==> config.mk <==
export PLATFORM = sky130hd
export DESIGN_NAME = round_robin_distributor
export DESIGN_NICKNAME = d
export VERILOG_FILES = /design/src/rtl/rotating_priority_selector.sv /design/src/rtl/round_robin_distributor.sv
export SDC_FILE = /design/constraint.sdc
export NUM_CORES = 1
export LEC_CHECK = 0
export ABC_AREA = 0
export CORE_MARGIN = 5
export CORE_UTILIZATION = 30
export CTS_CLUSTER_DIAMETER = 30
export DETAILED_ROUTE_END_ITERATION = 8
export GPL_TIMING_DRIVEN = 0
export PLACE_DENSITY_LB_ADDON = 0.25
export RECOVER_POWER = 100
export SLEW_MARGIN = 25
export SYNTH_ARGS = -nofsm -noshare
export SYNTH_HDL_FRONTEND = slang
export SYNTH_SLANG_ARGS = --single-unit
==> constraint.sdc <==
create_clock -name clock -period 3 [get_ports clock]
set_input_delay 0.6 -clock clock [delete_from_list [all_inputs] [get_ports clock]]
set_output_delay 0.6 -clock clock [all_outputs]
set_load 0.03 [all_outputs]
==> src/rtl/rotating_priority_selector.sv <==
// Picks the first set candidate bit, scanning upward from a start index and wrapping
// at SIZE. SIZE need not be a power of two.
module rotating_priority_selector #(
  parameter int unsigned SIZE = 4
) (
  input  logic [SIZE-1:0]         candidates,
  input  logic [$clog2(SIZE)-1:0] start,
  output logic [SIZE-1:0]         select,
  output logic [$clog2(SIZE)-1:0] index,
  output logic                    found
);

  localparam int unsigned INDEX_WIDTH = $clog2(SIZE);

  int unsigned position;

  always_comb begin
    select   = '0;
    index    = '0;
    found    = 1'b0;
    position = 0;
    for (int unsigned offset = 0; offset < SIZE; offset++) begin
      position = 32'(start) + offset;
      // Wrap by subtraction so non-power-of-two sizes need no modulo.
      if (position >= SIZE) begin
        position = position - SIZE;
      end
      if (!found && candidates[position]) begin
        found            = 1'b1;
        select[position] = 1'b1;
        index            = INDEX_WIDTH'(position);
      end
    end
  end

endmodule

==> src/rtl/round_robin_distributor.sv <==
// Fans one valid/ready stream out to SIZE one-entry channel registers, filling the
// next empty slot at or after a rotating pointer.
module round_robin_distributor #(
  parameter int unsigned SIZE  = 4,
  parameter int unsigned WIDTH = 8
) (
  input  logic                  clock,
  input  logic                  reset,
  input  logic [WIDTH-1:0]      upstream_data,
  input  logic                  upstream_valid,
  output logic                  upstream_ready,
  output logic [SIZE*WIDTH-1:0] downstream_data,
  output logic [SIZE-1:0]       downstream_valid,
  input  logic [SIZE-1:0]       downstream_ready
);

  localparam int unsigned INDEX_WIDTH = $clog2(SIZE);

  logic [SIZE-1:0]            slot_valid_q, slot_valid_d;
  logic [SIZE-1:0][WIDTH-1:0] slot_data_q, slot_data_d;
  logic [INDEX_WIDTH-1:0]     pointer_q, pointer_d;
  logic [SIZE-1:0]            select;
  logic [INDEX_WIDTH-1:0]     target;
  logic                       found;
  logic                       accept;

  rotating_priority_selector #(
    .SIZE(SIZE)
  ) u_selector (
    .candidates(~slot_valid_q),
    .start     (pointer_q),
    .select    (select),
    .index     (target),
    .found     (found)
  );

  // Only registered occupancy counts: a slot draining this cycle is not yet free.
  assign upstream_ready   = !reset && found;
  assign accept           = upstream_valid && upstream_ready;
  assign downstream_valid = slot_valid_q;
  assign downstream_data  = slot_data_q;

  always_comb begin
    slot_valid_d = slot_valid_q & ~downstream_ready;
    slot_data_d  = slot_data_q;
    pointer_d    = pointer_q;
    if (accept) begin
      slot_valid_d = slot_valid_d | select;
      for (int unsigned i = 0; i < SIZE; i++) begin
        if (select[i]) begin
          slot_data_d[i] = upstream_data;
        end
      end
      pointer_d = (target == INDEX_WIDTH'(SIZE - 1)) ? '0 : target + 1'b1;
    end
  end

  always_ff @(posedge clock) begin
    if (reset) begin
      slot_valid_q <= '0;
      slot_data_q  <= '0;
      pointer_q    <= '0;
    end else begin
      slot_valid_q <= slot_valid_d;
      slot_data_q  <= slot_data_d;
      pointer_q    <= pointer_d;
    end
  end

endmodule
## Word-level counts from Yosys, hierarchy flattened

Cells that the tools add are included.

| cells by class | value |
|---|---|
| equal/unequal tests | 1 |
| bitwise gates (word level) | 7 |
| reductions and logical operators | 17 |
| mux-type cells | 34 |
| add/subtract/negate cells | 8 |
| magnitude comparators | 12 |

Operators with widths:

| kind | number |
|---|---|
| $ge A32 B1 Y1 const B | 4 |
| $lt A32 B3 Y1 const B | 4 |
| $mux W32 | 4 |
| $ge A32 B3 Y1 const B | 3 |
| $sub A32 B3 Y32 const B | 3 |
| $mux W4 | 5 |
| $or A4 B4 Y4 | 4 |
| $mux W1 | 12 |
| $mux W2 | 5 |
| $logic_and A1 B1 Y1 | 9 |
| $bmux W1 S2 | 4 |
| $demux W1 S2 | 4 |
| $not A4 Y4 | 2 |
| $reduce_and A2 Y1 | 4 |
| $add A2 B2 Y3 const B | 2 |
| $and A4 B4 Y4 | 1 |
| $logic_not A1 Y1 | 4 |
| $sub A2 B3 Y4 const B | 1 |
| $add A2 B1 Y3 const B | 1 |
| $ge A2 B3 Y1 const B | 1 |
| $add A2 B1 Y2 const B | 1 |
| $eq A2 B2 Y1 const B | 1 |

| word-level totals | value |
|---|---|
| logic and storage cells | 85 |
| register bits | 38 |

## Longest topological paths before layout

| depth | value |
|---|---|
| depth in word-level cells | 17 |
| mapped depth | 10 |

## Cells and area by module

A second synthesis with hierarchy kept.

| unflattened totals | value |
|---|---|
| cells, all modules | 195 |
| area, all modules | 2,053.2 um2 |

Modules (own cells, without submodules):

| module | seq. area each (um2) | cells each | times used | area an instance (um2) |
|---|---|---|---|---|
| round_robin_distributor | 760.7 | 147 | 1 | 1,594.0 |
| rotating_priority_selector | 0.0 | 48 | 1 | 459.2 |

## Worst setup path after synthesis

No wires, ideal clock.

| timing path | value |
|---|---|
| path kind | reg-to-reg |
| start point | register pointer_q[0] |
| end point | register slot_data_q (netlist bit downstream_data[10]) |
| setup time | 0.072 ns |
| data arrival time | 2.404 ns |
| stages on the path, launching flop included | 10 |
| period minus slack after synthesis | 2.476 ns |
| path buffers | 2 |
| required time | 2.928 ns |
| path slack | 0.524 ns |
| cells stage by stage | dfxtp_1 > buf_2 > inv_2 > ha_1 > mux2i_2 > mux2i_4 > a2111oi_1 > o32a_1 > buf_6 > mux2i_1 |

| on the way | value |
|---|---|
| longest elaborated chain between the ends | 17 |
| elaborated cells between the ends (all ways) | 63 |

Ends and longest elaborated chain:

| element | RTL line | source |
|---|---|---|
| from (decl) | round_robin_distributor.sv:21 | `logic [INDEX_WIDTH-1:0] pointer_q, pointer_d;` |
| from (signal assigned) | round_robin_distributor.sv:66 | `pointer_q <= pointer_d;` |
| branches (longest 16 deep; another with $sub A32 B3 Y32) | -- |  |
| $reduce_and A2 Y1 (no source line) (*) | -- |  |
| to (signal assigned) | round_robin_distributor.sv:65 | `slot_data_q <= slot_data_d;` |
| to (decl) | round_robin_distributor.sv:20 | `logic [SIZE-1:0][WIDTH-1:0] slot_data_q, slot_data_d;` |

Every way passes the cells marked *. The select of a mux whose other input is x is not followed.
A chain may end at the register's enable or synchronous reset.

## Final worst setup path

| timing path | value |
|---|---|
| start point | register pointer_q[1] |
| end point | register slot_data_q (netlist bit downstream_data[1]) |

Same word-level chain as after synthesis.

==> results.md <==
* Via density at 4.60
* Register area share after synthesis at 36.5%
* Worst-Margin Slew at 0.462 ns
* Placed wire-length estimate at 3710 µm
* Clock skew at 0.00889 ns
* TritonCTS Sinks at 38
* Final Wtd Congestion at 0.790
* Max rail drop VDD at 0.000288 V
* Worst reg2reg path endpoint: downstream_data[1]
* RSZ-0062 raised after global routing: false
* FMAX at 348 MHz
* DR WL/cell at 13.9 µm
* Synthesized area at 2080 µm²
* Grt ovf at 0
* Pwr dens at 531 nW/µm²
* CP Max Fanout at 10
* R2R Setup Slk at 0.13 ns
* # IOs at 52
* Setup ws final at 0.127 ns
* Worst r2r path cells at 9
* Die height at 93.4 µm
* Clock transition at the registers of the reported paths at 0.08 ns
* Drt first pass iters at 4
* Minimum clock period at 2.87 ns
* Largest net degree at the start of global routing at 14
* Synth Instances at 215
* Post-Syn Nets at 236
* Worst Path Arrival at 3.09 ns
* P_leak at 1.37 nW
* Vias at 1697
* Row cnt at 30
* Clock Latency Late Sink at 0.29 ns
* Area of the multi-input gates at 1200 µm²
* Area Overhead vs Synth at 36.3%
* Slowest cell delay on critical path at 0.48 ns
* WP data required at 3.22 ns
* Max-cap viol count at 0
* Crit-path slowest cell: a2111oi_1
* H-tree depth at 2
* First-pass GRT wire length at 8600 µm
* NumNets Final at 293
* Status: finished, final reports clean
* Post-synthesis register bit count at 38
* Clock root buffer: clkbuf_8
* Vias in the first global route at 1738
* Drt drc at 0
* Ratio of cells with drive above 1 in the final layout at 10.6%
* Total GRT Usage at 12.3%
* Hold slack at 0.475 ns
* Setup Buffers After CTS at 0
* CTS tree: yes
* Placed instance area at 2720 µm²
* Initial Utilization at 30.7%
* Design Area, Final at 2840 µm²
* Final antenna-violating net count at 0
* Clock buffer count from CTS at 5
* Clock tree buffer depth at 2
* Number of library cell types mapped by synthesis at 38
* Pre-CTS setup slack at -0.200 ns
* Max Slew Vio Count at 0
* WS Path Type: flop to flop
* Initial antenna violation count at 0
* CORE AREA at 6790 µm²
* Syn. warnings at 0
* Die ar. at 8720 µm²
* Die width at 93.4 µm
* Critical Path End: downstream_data[1]
* Critical path cell sequence: clkbuf_4, inv_1, ha_2, mux2i_4, mux2i_2, a2111oi_1, o32a_1, buf_6, mux2i_1
* Count of final hold-check violations at 0
* Ant diodes at 0
* IO Port Bufs at 51
* Worst Hold Class: flop to flop
* Relative slew slack at 69.1%
* DRT iter0 DRCs at 41
* Register Area at 762 µm²
* Post-Route WL at 5120 µm
* Mean post-synth cell area at 9.70 µm²
* Fillers at 684
* CP endpoint kind: flop
* Hold_buf cts at 0
* Startpoint Class: flop
* Fin Setup TNS at 0 ns
* Period utilisation layout at 95.8%
* CP startpoint: pointer_q[1]
* Fin util at 41.8%
* Reg2reg start: pointer_q[1]
* Final setup fails at 0
==> timing repair <==
action                     4_1_cts  5_1_grt
resized for setup                1        8
pin swaps                        0        0
cloned                           0        0
setup endpoints to repair        1       38
==> power breakdown <==
group / switching, mW / internal (mW)
combinational: 0.281 / 0.218
sequential: 0.0325 / 0.553
clock: 0.174 / 0.249
total: 0.488 / 1.02
==> layer usage <==
| layer | up-vias | routed length, µm | track usage, % |
|---|---|---|---|
| li1 | 860 | - | - |
| met1 | 794 | 2380 | 15.4 |
| met2 | 39 | 2410 | 19.7 |
| met3 | 4 | 299 | 4.10 |
| met4 | 0 | 27 | 4.03 |
| met5 | - | 0 | 0 |
==> flip-flops by register name (all words and copies together), names as in the netlist <==
name              count
downstream_data      32
pointer_q             2
downstream_valid      4
==> logic make-up after synthesis <==
family                   count (synthesis)  synth area share [%]
AO/OA/AOI/OAI                           30                  11.0
flip-flops                              38                  36.5
AND/OR/NAND/NOR                         75                  21.0
buffers and inverters                   26                  6.78
adder cells (fa/ha/maj)                  6                  3.60
multiplexers                            40                  21.1
==> layout make-up <==
| class | count | area share (%) |
|---|---|---|
| multi-input combinational | 151 | 42.2 |
| sequential | 38 | 26.8 |
| timing repair buffer | 51 | 18.1 |
| tap | 96 | 4.23 |
| buffer | 13 | 3.35 |
| clock buffer | 7 | 2.69 |
| inverter | 12 | 1.59 |
| clock inverter | 1 | 1.06 |
==> Yosys cell counts <==
cell | count | area [µm²]
nand2b_1 | 40 | 250
dfxtp_1 | 38 | 761
mux2i_1 | 33 | 330
inv_1 | 11 | 41.3
nand2_1 | 10 | 37.5
and3_1 | 8 | 50.1
a21oi_1 | 7 | 35.0
ha_1 | 6 | 75.1
buf_2 | 5 | 25.0
buf_6 | 5 | 56.3
nor2_1 | 5 | 18.8
o22ai_1 | 5 | 31.3
a2111oi_1 | 4 | 40.0
clkbuf_1 | 4 | 15.0
o32a_1 | 4 | 40.0
nor2b_1 | 3 | 18.8
and3b_1 | 2 | 17.5
mux2_2 | 2 | 22.5
mux2i_2 | 2 | 27.5
mux2i_4 | 2 | 45.0
nor3b_1 | 2 | 15.0
a211oi_1 | 1 | 7.51
a21o_1 | 1 | 7.51
a221o_1 | 1 | 10.0
a221oi_1 | 1 | 8.76
a2bb2oi_1 | 1 | 8.76
a31o_2 | 1 | 8.76
and2_1 | 1 | 6.26
inv_2 | 1 | 3.75
mux2_4 | 1 | 15.0
nand3_1 | 1 | 5.00
nand3b_1 | 1 | 7.51
nand4_1 | 1 | 6.26
nor3_1 | 1 | 5.00
o2111ai_1 | 1 | 8.76
o211ai_1 | 1 | 7.51
o21a_1 | 1 | 7.51
o31ai_1 | 1 | 7.51
==> critical path, delay by kind of cell, from the launching register on <==
family	cells	cell delay [ns]
AOI/OAI and AO/OA	2	0.72
adders and majority gates	1	0.43
DFF	1	0.41
buffers and inverters	3	0.56
muxes	3	0.68
==> layout by cell type (no fill, tap or decap), types with 2 or more instances in the layout <==
cell type	instances
nand2b_1	40
mux2i_1	33
and3_1	8
nor2_1	5
clkbuf_4	3
o32a_1	4
a2111oi_1	3
dfxtp_1	37
nor2b_1	3
dlygate4sd3_1	37
clkbuf_1	4
mux2_2	2
mux2i_4	3
o22ai_1	5
nor3b_1	2
nand2_1	10
clkbuf_2	2
ha_1	5
inv_1	11
a21oi_1	7
and3b_1	2
clkdlybuf4s50_1	13
clkbuf_8	5
buf_2	2
buf_6	4
==> worst min-delay path by stage <==
stage / to / start / depth (start not counted)
6_report: downstream_data[14] / downstream_data[14] / 2
5_1_grt: downstream_data[24] / downstream_data[24] / 2
4_1_cts: downstream_data[24] / downstream_data[24] / 2
3_5_place_dp: downstream_data[0] / downstream_data[0] / 2
3_3_place_gp: downstream_data[0] / downstream_data[0] / 2
2_1_floorplan: downstream_data[10] / downstream_data[10] / 2
==> per-stage QoR <==
stage,cells,power (mW)
after floorplan,215,0.933
after global placement,362,1.10
after detailed placement,362,1.10
after CTS,369,1.53
after global routing,369,1.59
final,369,1.51
Power figures use the tool's default switching activity.
